==> src/rtl/espacc_dma_read_arbiter_if.sv <==
`default_nettype none
// ============================================================================
// Module   : espacc_dma_read_arbiter_if
// Purpose  : Bundles the requester-side read handshakes and the single
//            ESP DMA read port (ctrl + data channel) shared by the arbiter.
// Ports    : requester side  - req_ctrl_* (packed per requester), req_chnl_*
//            DMA side        - dma_read_ctrl_*, dma_read_chnl_*
// Modports : master - arbiter view (drives DMA requests and requester acks)
//            slave  - environment view (requesters plus DMA engine)
// Revision : 1.0 - initial release
// ============================================================================
interface espacc_dma_read_arbiter_if #(
  parameter int NREQ          = 2,
  parameter int DMA_BUS_WIDTH = 32,
  parameter int LEN_W         = 32
);
  // Requester side; requester i occupies slice [i*LEN_W +: LEN_W] / [i*3 +: 3]
  logic [NREQ-1:0]          req_ctrl_valid;
  logic [NREQ-1:0]          req_ctrl_ready;
  logic [NREQ*LEN_W-1:0]    req_ctrl_index;
  logic [NREQ*LEN_W-1:0]    req_ctrl_length;
  logic [NREQ*3-1:0]        req_ctrl_size;
  logic [NREQ-1:0]          req_chnl_valid;
  logic [NREQ-1:0]          req_chnl_ready;
  logic [DMA_BUS_WIDTH-1:0] req_chnl_data;

  // DMA read port
  logic                     dma_read_ctrl_valid;
  logic                     dma_read_ctrl_ready;
  logic [LEN_W-1:0]         dma_read_ctrl_data_index;
  logic [LEN_W-1:0]         dma_read_ctrl_data_length;
  logic [2:0]               dma_read_ctrl_data_size;
  logic                     dma_read_chnl_valid;
  logic                     dma_read_chnl_ready;
  logic [DMA_BUS_WIDTH-1:0] dma_read_chnl_data;

  modport master (
    input  req_ctrl_valid, req_ctrl_index, req_ctrl_length, req_ctrl_size,
    input  req_chnl_ready,
    output req_ctrl_ready, req_chnl_valid, req_chnl_data,
    output dma_read_ctrl_valid, dma_read_ctrl_data_index,
    output dma_read_ctrl_data_length, dma_read_ctrl_data_size,
    output dma_read_chnl_ready,
    input  dma_read_ctrl_ready, dma_read_chnl_valid, dma_read_chnl_data
  );

  modport slave (
    output req_ctrl_valid, req_ctrl_index, req_ctrl_length, req_ctrl_size,
    output req_chnl_ready,
    input  req_ctrl_ready, req_chnl_valid, req_chnl_data,
    input  dma_read_ctrl_valid, dma_read_ctrl_data_index,
    input  dma_read_ctrl_data_length, dma_read_ctrl_data_size,
    input  dma_read_chnl_ready,
    output dma_read_ctrl_ready, dma_read_chnl_valid, dma_read_chnl_data
  );
endinterface
`default_nettype wire

==> src/rtl/espacc_dma_read_arbiter.sv <==
`default_nettype none
// ============================================================================
// Module   : espacc_dma_read_arbiter
// Purpose  : Shares one ESP DMA read port between NREQ requesters. One whole
//            transaction (ctrl handshake followed by exactly `length` beats)
//            is granted at a time; at least one IDLE cycle separates grants.
// Ports    : clk, rst (asynchronous, active low)
//            bus   - espacc_dma_read_arbiter_if.master (requesters + DMA)
//            owner - index of the current grant holder (debug)
//            busy  - high whenever a transaction is in flight
// Config   : DMA_RD_ARB_FIXED_PRIO_EN - when defined, the lowest-index valid
//            requester always wins and rr_ptr stays 0; otherwise round-robin.
// Revision : 1.0 - initial release
// ============================================================================
module espacc_dma_read_arbiter #(
  parameter int NREQ          = 2,
  parameter int DMA_BUS_WIDTH = 32,
  parameter int LEN_W         = 32
) (
  input  logic                             clk,
  input  logic                             rst,
  espacc_dma_read_arbiter_if.master        bus,
  output logic [2:0]                       owner,
  output logic                             busy
);

  typedef enum logic [1:0] {
    ST_IDLE = 2'd0,
    ST_CTRL = 2'd1,
    ST_DATA = 2'd2
  } state_t;

  localparam logic [2:0] LAST_REQ = 3'(NREQ - 1);

  state_t           state_q;
  logic [2:0]       rr_ptr_q;
  logic [2:0]       owner_q;
  logic [LEN_W-1:0] cnt_q;
  logic [LEN_W-1:0] index_q;
  logic [LEN_W-1:0] length_q;
  logic [2:0]       size_q;
  logic             ctrl_valid_q;
  logic             busy_q;

  logic             grant_vld_d;
  logic [2:0]       grant_d;
  logic [LEN_W-1:0] index_d;
  logic [LEN_W-1:0] length_d;
  logic [2:0]       size_d;
  logic [2:0]       next_ptr_d;
  int               cand_d;
  logic             owner_chnl_ready;
  logic             beat;

  // Winner search: walk upward from rr_ptr with wrap and take the first
  // valid requester. In fixed-priority builds rr_ptr is pinned at 0, so the
  // same walk degenerates to lowest-index-wins.
  always_comb begin
    grant_vld_d = 1'b0;
    grant_d     = 3'd0;
    cand_d      = 0;
    for (int k = 0; k < NREQ; k++) begin
      cand_d = int'(rr_ptr_q) + k;
      if (cand_d >= NREQ) begin
        cand_d = cand_d - NREQ;
      end
      for (int j = 0; j < NREQ; j++) begin
        if (!grant_vld_d && (j == cand_d) && bus.req_ctrl_valid[j]) begin
          grant_vld_d = 1'b1;
          grant_d     = 3'(j);
        end
      end
    end
  end

  // Fields of the prospective winner, latched when leaving IDLE
  always_comb begin
    index_d  = '0;
    length_d = '0;
    size_d   = '0;
    for (int j = 0; j < NREQ; j++) begin
      if (grant_d == 3'(j)) begin
        index_d  = bus.req_ctrl_index[j*LEN_W +: LEN_W];
        length_d = bus.req_ctrl_length[j*LEN_W +: LEN_W];
        size_d   = bus.req_ctrl_size[j*3 +: 3];
      end
    end
  end

`ifdef DMA_RD_ARB_FIXED_PRIO_EN
  assign next_ptr_d = 3'd0;
`else
  assign next_ptr_d = (owner_q == LAST_REQ) ? 3'd0 : owner_q + 3'd1;
`endif

  // Owner's channel-ready, selected for the DMA side
  always_comb begin
    owner_chnl_ready = 1'b0;
    for (int j = 0; j < NREQ; j++) begin
      if (owner_q == 3'(j)) begin
        owner_chnl_ready = bus.req_chnl_ready[j];
      end
    end
  end

  // Handshake pass-throughs are gated by state so that an asynchronous reset
  // forces them low immediately.
  for (genvar i = 0; i < NREQ; i++) begin : g_req
    assign bus.req_ctrl_ready[i] = (state_q == ST_CTRL) && (owner_q == 3'(i)) &&
                                   bus.dma_read_ctrl_ready;
    assign bus.req_chnl_valid[i] = (state_q == ST_DATA) && (owner_q == 3'(i)) &&
                                   bus.dma_read_chnl_valid;
  end

  assign bus.dma_read_chnl_ready = (state_q == ST_DATA) && owner_chnl_ready;
  assign bus.req_chnl_data       = (state_q == ST_DATA) ? bus.dma_read_chnl_data : '0;
  assign beat                    = bus.dma_read_chnl_valid && bus.dma_read_chnl_ready;

  assign bus.dma_read_ctrl_valid       = ctrl_valid_q;
  assign bus.dma_read_ctrl_data_index  = index_q;
  assign bus.dma_read_ctrl_data_length = length_q;
  assign bus.dma_read_ctrl_data_size   = size_q;
  assign owner                         = owner_q;
  assign busy                          = busy_q;

  always_ff @(posedge clk or negedge rst) begin
    if (!rst) begin
      state_q      <= ST_IDLE;
      rr_ptr_q     <= 3'd0;
      owner_q      <= 3'd0;
      cnt_q        <= '0;
      index_q      <= '0;
      length_q     <= '0;
      size_q       <= 3'd0;
      ctrl_valid_q <= 1'b0;
      busy_q       <= 1'b0;
    end else begin
      case (state_q)
        ST_IDLE: begin
          if (grant_vld_d) begin
            owner_q      <= grant_d;
            index_q      <= index_d;
            length_q     <= length_d;
            size_q       <= size_d;
            ctrl_valid_q <= 1'b1;
            busy_q       <= 1'b1;
            state_q      <= ST_CTRL;
          end
        end

        ST_CTRL: begin
          if (bus.dma_read_ctrl_ready) begin
            ctrl_valid_q <= 1'b0;
            cnt_q        <= length_q;
            if (length_q == '0) begin
              // Zero-length read: nothing to stream, release the grant now
              state_q  <= ST_IDLE;
              busy_q   <= 1'b0;
              rr_ptr_q <= next_ptr_d;
            end else begin
              state_q  <= ST_DATA;
            end
          end
        end

        ST_DATA: begin
          if (beat) begin
            cnt_q <= cnt_q - LEN_W'(1);
            if (cnt_q == LEN_W'(1)) begin
              state_q  <= ST_IDLE;
              busy_q   <= 1'b0;
              rr_ptr_q <= next_ptr_d;
            end
          end
        end

        default: begin
          state_q      <= ST_IDLE;
          ctrl_valid_q <= 1'b0;
          busy_q       <= 1'b0;
        end
      endcase
    end
  end

endmodule
`default_nettype wire

==> src/flat_wrapper.sv <==
// flat-port wrapper written by rule: the top's interface ports become plain ports
module espacc_dma_read_arbiter_flat 
#(
  parameter int NREQ          = 2,
  parameter int DMA_BUS_WIDTH = 32,
  parameter int LEN_W         = 32
)
  (clk, rst, owner, busy, bus_req_ctrl_valid, bus_req_ctrl_index, bus_req_ctrl_length, bus_req_ctrl_size, bus_req_chnl_ready, bus_req_ctrl_ready, bus_req_chnl_valid, bus_req_chnl_data, bus_dma_read_ctrl_valid, bus_dma_read_ctrl_data_index, bus_dma_read_ctrl_data_length, bus_dma_read_ctrl_data_size, bus_dma_read_chnl_ready, bus_dma_read_ctrl_ready, bus_dma_read_chnl_valid, bus_dma_read_chnl_data);
  espacc_dma_read_arbiter_if #(.NREQ(NREQ), .DMA_BUS_WIDTH(DMA_BUS_WIDTH), .LEN_W(LEN_W)) bus_i ();
  input  logic clk;
  input  logic rst;
  output logic [2:0] owner;
  output logic busy;
  input wire logic [$bits(bus_i.req_ctrl_valid)-1:0] bus_req_ctrl_valid;
  input wire logic [$bits(bus_i.req_ctrl_index)-1:0] bus_req_ctrl_index;
  input wire logic [$bits(bus_i.req_ctrl_length)-1:0] bus_req_ctrl_length;
  input wire logic [$bits(bus_i.req_ctrl_size)-1:0] bus_req_ctrl_size;
  input wire logic [$bits(bus_i.req_chnl_ready)-1:0] bus_req_chnl_ready;
  output wire logic [$bits(bus_i.req_ctrl_ready)-1:0] bus_req_ctrl_ready;
  output wire logic [$bits(bus_i.req_chnl_valid)-1:0] bus_req_chnl_valid;
  output wire logic [$bits(bus_i.req_chnl_data)-1:0] bus_req_chnl_data;
  output wire logic [$bits(bus_i.dma_read_ctrl_valid)-1:0] bus_dma_read_ctrl_valid;
  output wire logic [$bits(bus_i.dma_read_ctrl_data_index)-1:0] bus_dma_read_ctrl_data_index;
  output wire logic [$bits(bus_i.dma_read_ctrl_data_length)-1:0] bus_dma_read_ctrl_data_length;
  output wire logic [$bits(bus_i.dma_read_ctrl_data_size)-1:0] bus_dma_read_ctrl_data_size;
  output wire logic [$bits(bus_i.dma_read_chnl_ready)-1:0] bus_dma_read_chnl_ready;
  input wire logic [$bits(bus_i.dma_read_ctrl_ready)-1:0] bus_dma_read_ctrl_ready;
  input wire logic [$bits(bus_i.dma_read_chnl_valid)-1:0] bus_dma_read_chnl_valid;
  input wire logic [$bits(bus_i.dma_read_chnl_data)-1:0] bus_dma_read_chnl_data;
  assign bus_i.req_ctrl_valid = bus_req_ctrl_valid;
  assign bus_i.req_ctrl_index = bus_req_ctrl_index;
  assign bus_i.req_ctrl_length = bus_req_ctrl_length;
  assign bus_i.req_ctrl_size = bus_req_ctrl_size;
  assign bus_i.req_chnl_ready = bus_req_chnl_ready;
  assign bus_req_ctrl_ready = bus_i.req_ctrl_ready;
  assign bus_req_chnl_valid = bus_i.req_chnl_valid;
  assign bus_req_chnl_data = bus_i.req_chnl_data;
  assign bus_dma_read_ctrl_valid = bus_i.dma_read_ctrl_valid;
  assign bus_dma_read_ctrl_data_index = bus_i.dma_read_ctrl_data_index;
  assign bus_dma_read_ctrl_data_length = bus_i.dma_read_ctrl_data_length;
  assign bus_dma_read_ctrl_data_size = bus_i.dma_read_ctrl_data_size;
  assign bus_dma_read_chnl_ready = bus_i.dma_read_chnl_ready;
  assign bus_i.dma_read_ctrl_ready = bus_dma_read_ctrl_ready;
  assign bus_i.dma_read_chnl_valid = bus_dma_read_chnl_valid;
  assign bus_i.dma_read_chnl_data = bus_dma_read_chnl_data;
  espacc_dma_read_arbiter #(.NREQ(NREQ), .DMA_BUS_WIDTH(DMA_BUS_WIDTH), .LEN_W(LEN_W)) u_core (.clk(clk), .rst(rst), .bus(bus_i), .owner(owner), .busy(busy));
endmodule
==> config.mk <==
export PLATFORM = sky130hd
export DESIGN_NAME = espacc_dma_read_arbiter_flat
export DESIGN_NICKNAME = d
export VERILOG_FILES = /design/src/rtl/espacc_dma_read_arbiter_if.sv /design/src/rtl/espacc_dma_read_arbiter.sv /design/src/flat_wrapper.sv
export SDC_FILE = /design/constraint.sdc
export NUM_CORES = 1
export LEC_CHECK = 0
export CORE_ASPECT_RATIO = 0.7
export CORE_MARGIN = 4
export CORE_UTILIZATION = 41
export CTS_CLUSTER_DIAMETER = 40
export DETAILED_ROUTE_END_ITERATION = 7
export PLACE_DENSITY = 0.77
export SLEW_MARGIN = 0
export SYNTH_ARGS = -nofsm -noshare
export SYNTH_HDL_FRONTEND = slang
export SYNTH_SLANG_ARGS = --single-unit
==> constraint.sdc <==
create_clock -name clk -period 2.45 [get_ports clk]
set_input_delay 0.3675 -clock clk [delete_from_list [all_inputs] [get_ports clk]]
set_output_delay 0.3675 -clock clk [all_outputs]
set_load 0.05 [all_outputs]
# == Yosys cells after proc, flatten, opt, wreduce, memory -nomap -nowiden ==
# Cells that the tools add are included.
# word_totals
word_cells,103
input_bits,174
output_inout_bits,109
regBits,109
# op_classes
mux,41
n_reduce_logical,33
n_eq_ne,12
n_lt_le_gt_ge,2
bitwise_logic,1
n_addsub,5
# ops
cell,count
$mux W32,9
$logic_not A32 Y1,3
$eq A2 B32 Y1 const A,2
$pmux W32 S2,1
$eq A32 B1 Y1 const B,1
$ge A32 B3 Y1 const B,1
$sub A32 B1 Y32 const B,1
$sub A32 B3 Y32 const B,1
$mux W3,7
$logic_and A1 B1 Y1,17
$mux W1,15
$mux W2,5
$reduce_and A5 Y1,2
$logic_not A3 Y1,2
$ne A2 B2 Y1 const B,3
$pmux W1 S3,2
$pmux W2 S3,1
$pmux W3 S2,1
$reduce_and A3 Y1,2
$add A3 B1 Y4 const B,1
$ne A2 B1 Y1 const B,2
$reduce_and A4 Y1,1
$sub A3 B2 Y4 const B,1
$add A3 B1 Y3 const B,1
other kinds (10),12

# == Depth between registers and ports, before layout ==
# logic_depth
word_depth,20
mapped_depth,7
mapped_depth_nobuf,7

# == Worst setup path after synthesis ==
# OpenSTA, ideal clock, no wires.
# synth_timing
kind,reg-to-output
startpoint,reg u_core.state_q[1]
endpoint,out bus_req_chnl_valid[0]
path_slack_ns,0.139
arrival_time_ns,1.943
path_buffers,3
path_stages_with_launch,7
required_time_ns,2.082
cell_sequence,dfrtp_1 > nor2b_1 > clkbuf_1 > clkbuf_1 > clkbuf_1 > nand2_1 > nor2_1
# synth_between
elab_chain_len,3
# synth_rtl
item,line,source
start: declaration,espacc_dma_read_arbiter.sv:35,state_t state_q;
start signal: assignment,espacc_dma_read_arbiter.sv:128,state_q <= ST_IDLE;
start signal: assignment,espacc_dma_read_arbiter.sv:147,state_q <= ST_CTRL;
start signal: assignment,espacc_dma_read_arbiter.sv:157,state_q <= ST_IDLE;
$eq A2 B2 Y1,espacc_dma_read_arbiter.sv:111,assign bus.req_chnl_valid[i] = (state_q == ST_DATA) && (owner_q == 3'(i)) &&
$logic_and A1 B1 Y1 (2 in a row),espacc_dma_read_arbiter.sv:111,
end: declaration,flat_wrapper.sv:20,output wire logic [$bits(bus_i.req_chnl_valid)-1:0] bus_req_chnl_valid;
# No other way between the ends.

# == Worst setup path in the final report ==
# layout_timing
startpoint,reg u_core.cnt_q[18]
endpoint,reg u_core.cnt_q[31]
# layout_between
elab_chain_len,3
# layout_rtl
item,line,source
start: declaration,espacc_dma_read_arbiter.sv:38,logic [LEN_W-1:0] cnt_q;
start signal: assignment,espacc_dma_read_arbiter.sv:154,cnt_q <= length_q;
start signal: assignment,espacc_dma_read_arbiter.sv:168,cnt_q <= cnt_q - LEN_W'(1);
$sub A32 B1 Y32,espacc_dma_read_arbiter.sv:168,
$mux W32,espacc_dma_read_arbiter.sv:167,if (beat) begin
$pmux W32 S2,espacc_dma_read_arbiter.sv:138,case (state_q)
# No other way between the ends. The select of a mux whose other input is x is not followed.
# A chain may end at the register's enable or synchronous reset.

==> flow_metrics.env <==
export IMPL_fillers=1024
export IMPL_r2r_start="u_core.cnt_q[18]"
export IMPL_syn_cell_area_um2=5760
export IMPL_synthTopCellsByArea="dfrtp_1 (46%), mux2i_1 (12%), o21ai_0 (7.6%)"
export IMPL_synth_top_area_cell="dfrtp_1"
export IMPL_synth_async_reset_ratio_pct=100
export IMPL_fin_crit_sh_pct=93.0
export IMPL_start_util_pct=42.9
export IMPL_drt_first_iter_violations=479
export IMPL_grt_pass1_wl_um=31600
export IMPL_placed_cell_area_um2=9310
export IMPL_drc=0
export IMPL_cts_tree="yes"
export IMPL_worst_pin_slew_ps=725
export IMPL_syn_inst=639
export IMPL_crit_end="u_core.cnt_q[31]"
export IMPL_drive_above_1_share_pct=10.0
export IMPL_clockBufferDepth=2
export IMPL_gp_congestion=0.894
export IMPL_setup_viol=0
export IMPL_cp_top_family="simple AND/OR/NAND/NOR gates"
export IMPL_r2r_cells=5
export IMPL_ir_drop_uv=415
export IMPL_p_leak_nw=4.16
export IMPL_post_cts_buffers=0
export IMPL_criticalPathCategory="reg2reg"
export IMPL_fp_dieH_um=107
export IMPL_clk_pin_slew_ps=70
export IMPL_whs_ps=66.1
export IMPL_crit_top_cell="or3_4"
export IMPL_ff_latch_area_um2=2630
export IMPL_avgViaCountPerCell=5.45
export IMPL_fmax_ghz=0.439
export IMPL_final_area_um2=9650
export IMPL_slew_headroom_pct=51.7
export IMPL_setup_tns_final_ps=0
export IMPL_status="finished clean"
export IMPL_ys_seq_elements=105
export IMPL_path_cells="or3_4, or3_1, or3_4, o32a_1, o21ba_1"
export IMPL_grt_setup_unrepaired="false"
export IMPL_hold_buffers=0
export IMPL_htree_num_levels=3
export IMPL_die_w_um=150
export IMPL_grt_max_degree=107
export IMPL_dp_cells=1087
export IMPL_layout_cells_most_common="clkdlybuf4s50_1"
export IMPL_r2r_end="u_core.cnt_q[31]"
export IMPL_startpoint="u_core.cnt_q[18]"
export IMPL_required_ps=2700
export IMPL_crit_path_max_incr_delay_ps=430
export IMPL_finalWorstSetupSlack_ps=171
export IMPL_first_global_vias=5904
export IMPL_drv_slew=0
export IMPL_rrSetupSlack_ps=170
export IMPL_layout_common_cells="clkdlybuf4s50_1 (242), dfrtp_1 (105), nand2_1 (102)"
export IMPL_hold_viol_final=0
export IMPL_skew_ps=11.8
export IMPL_place_ws_ps=193
export IMPL_grt_total_usage_pct=25.0
export IMPL_synth_edf_count=0
export IMPL_p_total_mw=5.07
export IMPL_portBuffers=280
export IMPL_timing_final_crit_period_ps=2280
export IMPL_clkLatencyLatePin_ps=350
export IMPL_nNetsFinal=1089
export IMPL_grt_antenna_before_repair=1
export IMPL_fin_cells=1104
export IMPL_yosys_warnings=0
export IMPL_root_buffer="clkbuf_16"
export IMPL_area_growth_pct=67.5
export IMPL_cts_buffers_inserted=9
export IMPL_drv_cap=0
export IMPL_end_kind="flip-flop"
export IMPL_num_io_pins=283
export IMPL_multi_input_area_um2=2960
export IMPL_dpl_hpwl_um=16000
export IMPL_globalRoute_totalOverflow=0
export IMPL_ys_seq_area_share_pct=45.6
export IMPL_totalWireLength_um=20500
export IMPL_routedWlPerCell_um=18.6
export IMPL_rows=35
export IMPL_vias=6018
export IMPL_hold_class="in2async"
export IMPL_yosysUniqueCellTypes=55
export IMPL_critical_path_buf_inv_count=0
export IMPL_slowest_stage="dfrtp_1"
export IMPL_utilization_pct=71.8
export IMPL_avgSynthCellArea_um2=9.02
export IMPL_cts_sinks=105
export IMPL_postRouteAntennaNets=0
export IMPL_start_kind="flip-flop"
export IMPL_die_area_um2=16000
export IMPL_cts_resized=0
export IMPL_first_pass_iters=5
export IMPL_ys_flop_type="dfrtp_1"
export IMPL_worst_path_max_fanout=7
export IMPL_critical_path_depth=5
export IMPL_netlist_area_leader_share_pct=45.6
export IMPL_cp_arrival_ps=2520
export IMPL_core_area_um2=13400
export IMPL_p_per_area_nw_per_um2=525
[area by class of cell]
cell class	instances	share of cell area, %
clock inverters	6	1.19
inverters	9	0.350
well taps	185	2.40
flip-flops and latches	105	27.2
diodes	1	0.0259
multi-input cells	480	30.6
repair buffers	308	35.8
clock buffers	10	2.37
[registers in the layout, summed over array words and instances (netlist names), 2 cells and up]
register / cells
u_core.bus.dma_read_ctrl_data_length: 32
u_core.bus.dma_read_ctrl_data_size: 3
u_core.state_q: 2
u_core.cnt_q: 32
u_core.bus.dma_read_ctrl_data_index: 32
[synthesized netlist by cell type, drive strengths merged, types with 7 or more instances]
library cell  instances
dfrtp               105
nand2               102
o21ai                90
mux2i                69
clkbuf               38
and2                 33
nor2                 32
a21oi                25
nor4                 20
inv                   9
o22ai                 9
buf                   8
nor3                  8
a2bb2oi               7
or4                   7
[worst min path at each step]
stage               start                                        to  slack, ps
floorplan             rst    u_core.bus.dma_read_ctrl_data_index[0]         70
global placement      rst  u_core.bus.dma_read_ctrl_data_length[26]        460
detailed placement    rst                          u_core.cnt_q[28]        470
CTS                   rst                          u_core.cnt_q[28]        100
global route          rst                          u_core.cnt_q[28]        110
finish                rst                          u_core.cnt_q[28]         70
[per-layer routing]
layer / track usage [%] / routed length (um) / vias to the layer above
met4: 6.85 / 374 / 0
met1: 31.5 / 8120 / 2871
met2: 41.6 / 9970 / 270
met5: 0 / 0 / -
li1: - / - / 2844
met3: 8.11 / 2040 / 33
[cells by family (layout without fill, tap and decap cells)]
| logic type | count (synthesis) | count (layout) | share of synthesized area, % |
|---|---|---|---|
| flip-flops | 105 | 105 | 45.6 |
| buffers and inverters | 55 | 333 | 3.78 |
| adder cells (fa/ha/maj) | 2 | 2 | 0.434 |
| other | 1 | 3 | 0.0651 |
| multiplexers | 70 | 70 | 12.2 |
| AND/OR/NAND/NOR | 230 | 230 | 19.4 |
| AO/OA/AOI/OAI | 176 | 176 | 18.6 |
[power by group]
group,internal [mW],switching (mW)
Clock,1.01,0.666
Combinational,0.715,0.645
Sequential,1.87,0.167
Total,3.59,1.48
Power figures use the tool's default switching activity.
==> RTL change 1, RTL diff (config.mk and constraints unchanged) <==
Make the reset (`rst`) synchronous in one clocked block. Comments in the files are not updated.
--- a/src/rtl/espacc_dma_read_arbiter.sv
+++ b/src/rtl/espacc_dma_read_arbiter.sv
@@ -125,3 +125,3 @@
 
-  always_ff @(posedge clk or negedge rst) begin
+  always_ff @(posedge clk) begin
     if (!rst) begin
Check against the original RTL: differs if rst is asserted again (counterexample within 4 cycles, from zero or initial values and one cycle with rst low); with rst held inactive, the same outputs for 4 cycles.
==> RTL change 1 against the original RTL <==
Synthesized area down 3.6%; sequential share of layout area down 3.6 points; sequential cell count unchanged; via count up 1.6%; largest power group is now combinational logic; wire length down 9.0%; total power up 20%; die area down 3.4%; first-iteration DRC count up 9.2%; final cell count up 0.72%; worst setup slack better by 0.0017 ns; core utilization down 4.6 points; final area down 7.9%.
==> RTL change 1: results (changes against the original RTL) <==
Parameter                              Value

Status
  Status    completed

Power and ir drop
  Standby leakage power    0.00365 uW (-12%)
  Peak ir drop on the vdd network    0.416 mV (+0.20%)
  Switching power share of the total    38.7% (+9.6 points)

Setup path
  Biggest fanout along the worst timing path    39 (+32)
  Largest incremental delay on the critical path    0.52 ns (+0.09 ns)
  Critical path arrival    1.91 ns (-0.61 ns)
  Cell at the slowest stage of the critical path    sky130_fd_sc_hd__dfxtp_1
  R2r worst-path depth    9 (+4)

Layout
  Ratio of cells with drive above 1 in the final layout    10.2% (+0.23 points)
  Final Instance Count excl. Fillers    1112 (+0.72%)
  Number of filler cells placed in the layout    1081 (+5.6%)
  Antenna Cells    0 (-1)

Global route
  Pin count of the biggest net entering global routing    64 (-40%)
  Antenna violations before repair    0 (-1)
  Overall routing resource usage    22.9% (-2.1 points)
  Global-route wire length before repair    29.5 mm (-6.9%)
  Via count of the first global-routing pass    5842 (-1.1%)

Place
  Placed cell areas    8590 sq um (-7.7%)
  DP Wirelength    14.5 mm (-8.9%)
  Dpl ws    0.240 ns (+0.0474 ns)
  Placed Cells incl. Taps    1095 (+0.74%)

Synthesis
  Compound-cell area share of the yosys netlist    22.9% (+4.3 points)
  Area contributors post-synth    sky130_fd_sc_hd__dfxtp_1 38%, sky130_fd_sc_hd__mux2i_1 12%, sky130_fd_sc_hd__a211oi_1 9.7%, sky130_fd_sc_hd__nor2_1 6.8%, sky130_fd_sc_hd__and2_1 3.8%
  Most used flip-flop cell after synthesis    sky130_fd_sc_hd__dfxtp_1
  Number of unique standard cell types used by synthesis    57 (+3.6%)
  Asr flop ratio synth    0% (-100 points)
  Mux contribution to synthesized area    12.6% (+0.46 points)
  Part of the Yosys area used for sequential elements    37.8% (-7.8 points)
  Commonest cells in the synthesized netlist    105 x sky130_fd_sc_hd__dfxtp_1, 101 x sky130_fd_sc_hd__nor2_1, 72 x sky130_fd_sc_hd__a211oi_1, 69 x sky130_fd_sc_hd__mux2i_1, 47 x sky130_fd_sc_hd__clkbuf_1
  Synthesized netlist cell count    666 (+4.2%)

Detailed routing
  Vias per Instance    5.50 (+0.91%)
  Initial DRC Count    523 (+9.2%)
  Total iterations of the first detailed-routing run    6 (+1)

Timing
  Setup skew after layout    0.00510 ns (-0.00667 ns)

Hold path
  Worst min-delay path class    flop to flop
-- RTL change 1: power by group through the flow --
stage          Combinational, uW  Clock [uW]  Sequential [uW]
2_1_floorplan               1040           0             2660
6_report                    2570        1410             2130
3_5_place_dp                2530           0             2160
4_1_cts                     2540        1440             2120
3_3_place_gp                2490           0             2150
5_1_grt                     2740        1520             2160
-- RTL change 1: layout make-up --
class,instances,area (sq um),area share [%]
Clock inverter,5,57.6,0.648
Inverter,6,22.5,0.253
Sequential cell,105,2100,23.7
Tap cell,185,231,2.60
Multi-Input combinational cell,495,3210,36.2
Clock buffer,10,229,2.58
Timing Repair Buffer,306,3030,34.1
-- RTL change 1: metal layers --
| layer | part of all wire, % | wire [microns] | track usage (%) | up-vias |
|---|---|---|---|---|
| met4 | 1.4 | 269 | 4.79 | 0 |
| met1 | 41 | 7660 | 28.5 | 2809 |
| li1 | - | - | - | 2953 |
| met3 | 9.7 | 1810 | 7.43 | 34 |
| met2 | 48 | 8920 | 39.0 | 321 |
| met5 | 0 | 0 | 0 | - |
-- RTL change 1: worst paths after layout --
check	from	to	slack [ns]
hold reg to reg	u_core.cnt_q[17]$_SDFFE_PN0P_	u_core.cnt_q[17]$_SDFFE_PN0P_	0.48
setup / recovery	u_core.state_q[1]$_SDFFE_PN0P_	bus_req_chnl_data[6]	0.17
hold / removal	u_core.cnt_q[17]$_SDFFE_PN0P_	u_core.cnt_q[17]$_SDFFE_PN0P_	0.48
setup reg to reg	u_core.cnt_q[0]$_SDFFE_PN0P_	u_core.cnt_q[26]$_SDFFE_PN0P_	0.20
-- RTL change 1: cell families (layout without fill, tap and decap cells) --
family                     after synthesis  in the layout
buffers and inverters                   67            327
DFF                                    105            105
other                                    1              2
and+or+nand+nor                        238            238
adders and majority gates                2              2
muxes                                   70             70
AOI/OAI and AO/OA                      183            183
==> RTL change 2, RTL diff (config.mk and constraints unchanged) <==
Without the edit above. Build with the macro `DMA_RD_ARB_FIXED_PRIO_EN` defined.
--- a/src/rtl/espacc_dma_read_arbiter.sv
+++ b/src/rtl/espacc_dma_read_arbiter.sv
@@ -14,2 +14,4 @@
 // ============================================================================
+`define DMA_RD_ARB_FIXED_PRIO_EN
+
 module espacc_dma_read_arbiter #(
Behaviour: not the same (a bounded check fails within 4 cycles, from zero or initial values and one cycle with rst low).
==> RTL change 2 against the original RTL <==
Fmax shrank 4.4%; wire length decreased by 4.7%; sequential cell count decreased by 1; final area fell by 4.6%; synthesized area down 1.3%; via count down 2.1%; worst setup slack lost 0.10 ns; critical path type unchanged; critical endpoint is now u_core.cnt_q[23]$_DFFE_PN0P_; largest cell class unchanged; highest routed layer unchanged.
Power is not compared: it rests on default switching activity, and its combinational part moved more than twofold at a synthesized area within 25%.
==> RTL change 2: results (changes against the original RTL) <==
Parameter                              Value

Timing
  Setup skew after layout    0.00955 ns (-0.00221 ns)
  Slew at the pin closest to its max-slew limit    0.634 ns (-0.0912 ns)
  Hold Worst Slack    0.0289 ns (-0.0372 ns)

Layout
  Antenna Cells    0 (-1)
  Number of filler cells placed in the layout    1029 (+0.49%)
  Ratio of cells with drive above 1 in the final layout    12.3% (+2.3 points)
  Layout Nets    1083 (-0.55%)

Setup path
  Endpoint of the lowest-slack register-to-register path    u_core.cnt_q[23]$_DFFE_PN0P_
  Crit Reg-Reg Startpoint    u_core.cnt_q[7]$_DFFE_PN0P_
  R2R Setup Slk    0.07 ns (-0.10 ns)
  Critical path arrival    2.64 ns (+0.12 ns)
  Biggest fanout along the worst timing path    4 (-3)

Clocking
  Level count of the clock H-tree    3 (unchanged)
  Number of buffers added by the clock tree synthesis step    9 (unchanged)

Detailed routing
  Initial DRC Count    490 (+2.3%)
  Routed Wire Length    19.5 mm (-4.7%)
  Vias per Instance    5.37 (-1.5%)
  Total iterations of the first detailed-routing run    5 (unchanged)

Global route
  Antenna violations before repair    0 (-1)
  Pin count of the biggest net entering global routing    103 (-3.7%)
  Via count of the first global-routing pass    5893 (-0.19%)
  Overall routing resource usage    24.0% (-1.0 points)
  Global-route wire length before repair    30.8 mm (-2.8%)

Synthesis
  Synth Warn #    0 (unchanged)
  Part of the Yosys area used for sequential elements    45.7% (+0.14 points)
  Area contributors post-synth    sky130_fd_sc_hd__dfrtp_1 46%, sky130_fd_sc_hd__mux2i_1 12%, sky130_fd_sc_hd__o21ai_0 7.7%, sky130_fd_sc_hd__nand2_1 5.7%, sky130_fd_sc_hd__and2_1 3.6%
  Commonest cells in the synthesized netlist    104 x sky130_fd_sc_hd__dfrtp_1, 87 x sky130_fd_sc_hd__nand2_1, 87 x sky130_fd_sc_hd__o21ai_0, 68 x sky130_fd_sc_hd__mux2i_1

Place
  DP Wirelength    15.2 mm (-5.0%)
  Last weighted congestion value of the routability-driven placer    0.918 (+2.6%)

Status
  Status    completed
==> RTL change 2: repair_timing <==
item	in CTS	in global routing
endpoints found under the setup margin	2	10
pin swaps	0	1
resized for setup	2	8
buffers inserted	0	0
==> RTL change 2: kinds of logic after synthesis <==
| kind of cell | after synthesis | synth area share, % |
|---|---|---|
| AO/OA/AOI/OAI | 179 | 18.5 |
| other | 1 | 0.0659 |
| flip-flops | 104 | 45.7 |
| adder cells (fa/ha/maj) | 2 | 0.440 |
| multiplexers | 68 | 12.0 |
| buffers and inverters | 56 | 4.00 |
| AND/OR/NAND/NOR | 219 | 19.3 |
==> RTL change 2: worst max-delay path: stages, from the launching register on <==
cell and delay [ns]:
sky130_fd_sc_hd__dfrtp_1 0.38, sky130_fd_sc_hd__or4_1 0.59, sky130_fd_sc_hd__or4_4 0.58, sky130_fd_sc_hd__or4_4 0.44, sky130_fd_sc_hd__a21oi_2 0.14, sky130_fd_sc_hd__a2bb2oi_1 0.16
==> RTL change 2: power groups by stage <==
stage               logic, uW  clock network (uW)  registers (uW)
floorplan                2690                   0            5160
global placement         7050                   0            3430
detailed placement       7210                   0            3470
CTS                      7230                1530            3460
global route             7720                1610            3600
finish                   7230                1500            3490
==> RTL change 2: final cells by class <==
type / instances / share of cell area [%]
repair buffers: 314 / 33.5
well taps: 185 / 2.51
clock inverters: 6 / 0.801
multi-input cells: 470 / 32.0
clock buffers: 10 / 2.59
inverters: 8 / 0.326
flip-flops and latches: 104 / 28.3
==> RTL change 2: metal layers <==
metal	track usage (%)	share of wire, %	vias up
met5	0	0	-
met3	8.52	11	22
li1	-	-	2826
met4	5.09	1.0	0
met1	30.5	40	2752
met2	39.8	48	290
==> RTL change 2: per-stage QoR <==
step | cell area [sq um] | setup slack (ns) | instances | setup TNS [ns] | utilization [%]
floorplan | 5690 | 0.0185 | 630 | 0 | -
global placement | 8840 | 0.0705 | 1081 | 0 | 66.2
detailed placement | 8840 | -0.0508 | 1081 | -0.0778 | 66.2
CTS | 9170 | 0.0119 | 1097 | 0 | 68.6
global route | 9210 | -0.00325 | 1097 | -0.00325 | 69.0
finish | 9210 | 0.0674 | 1097 | 0 | 69.0
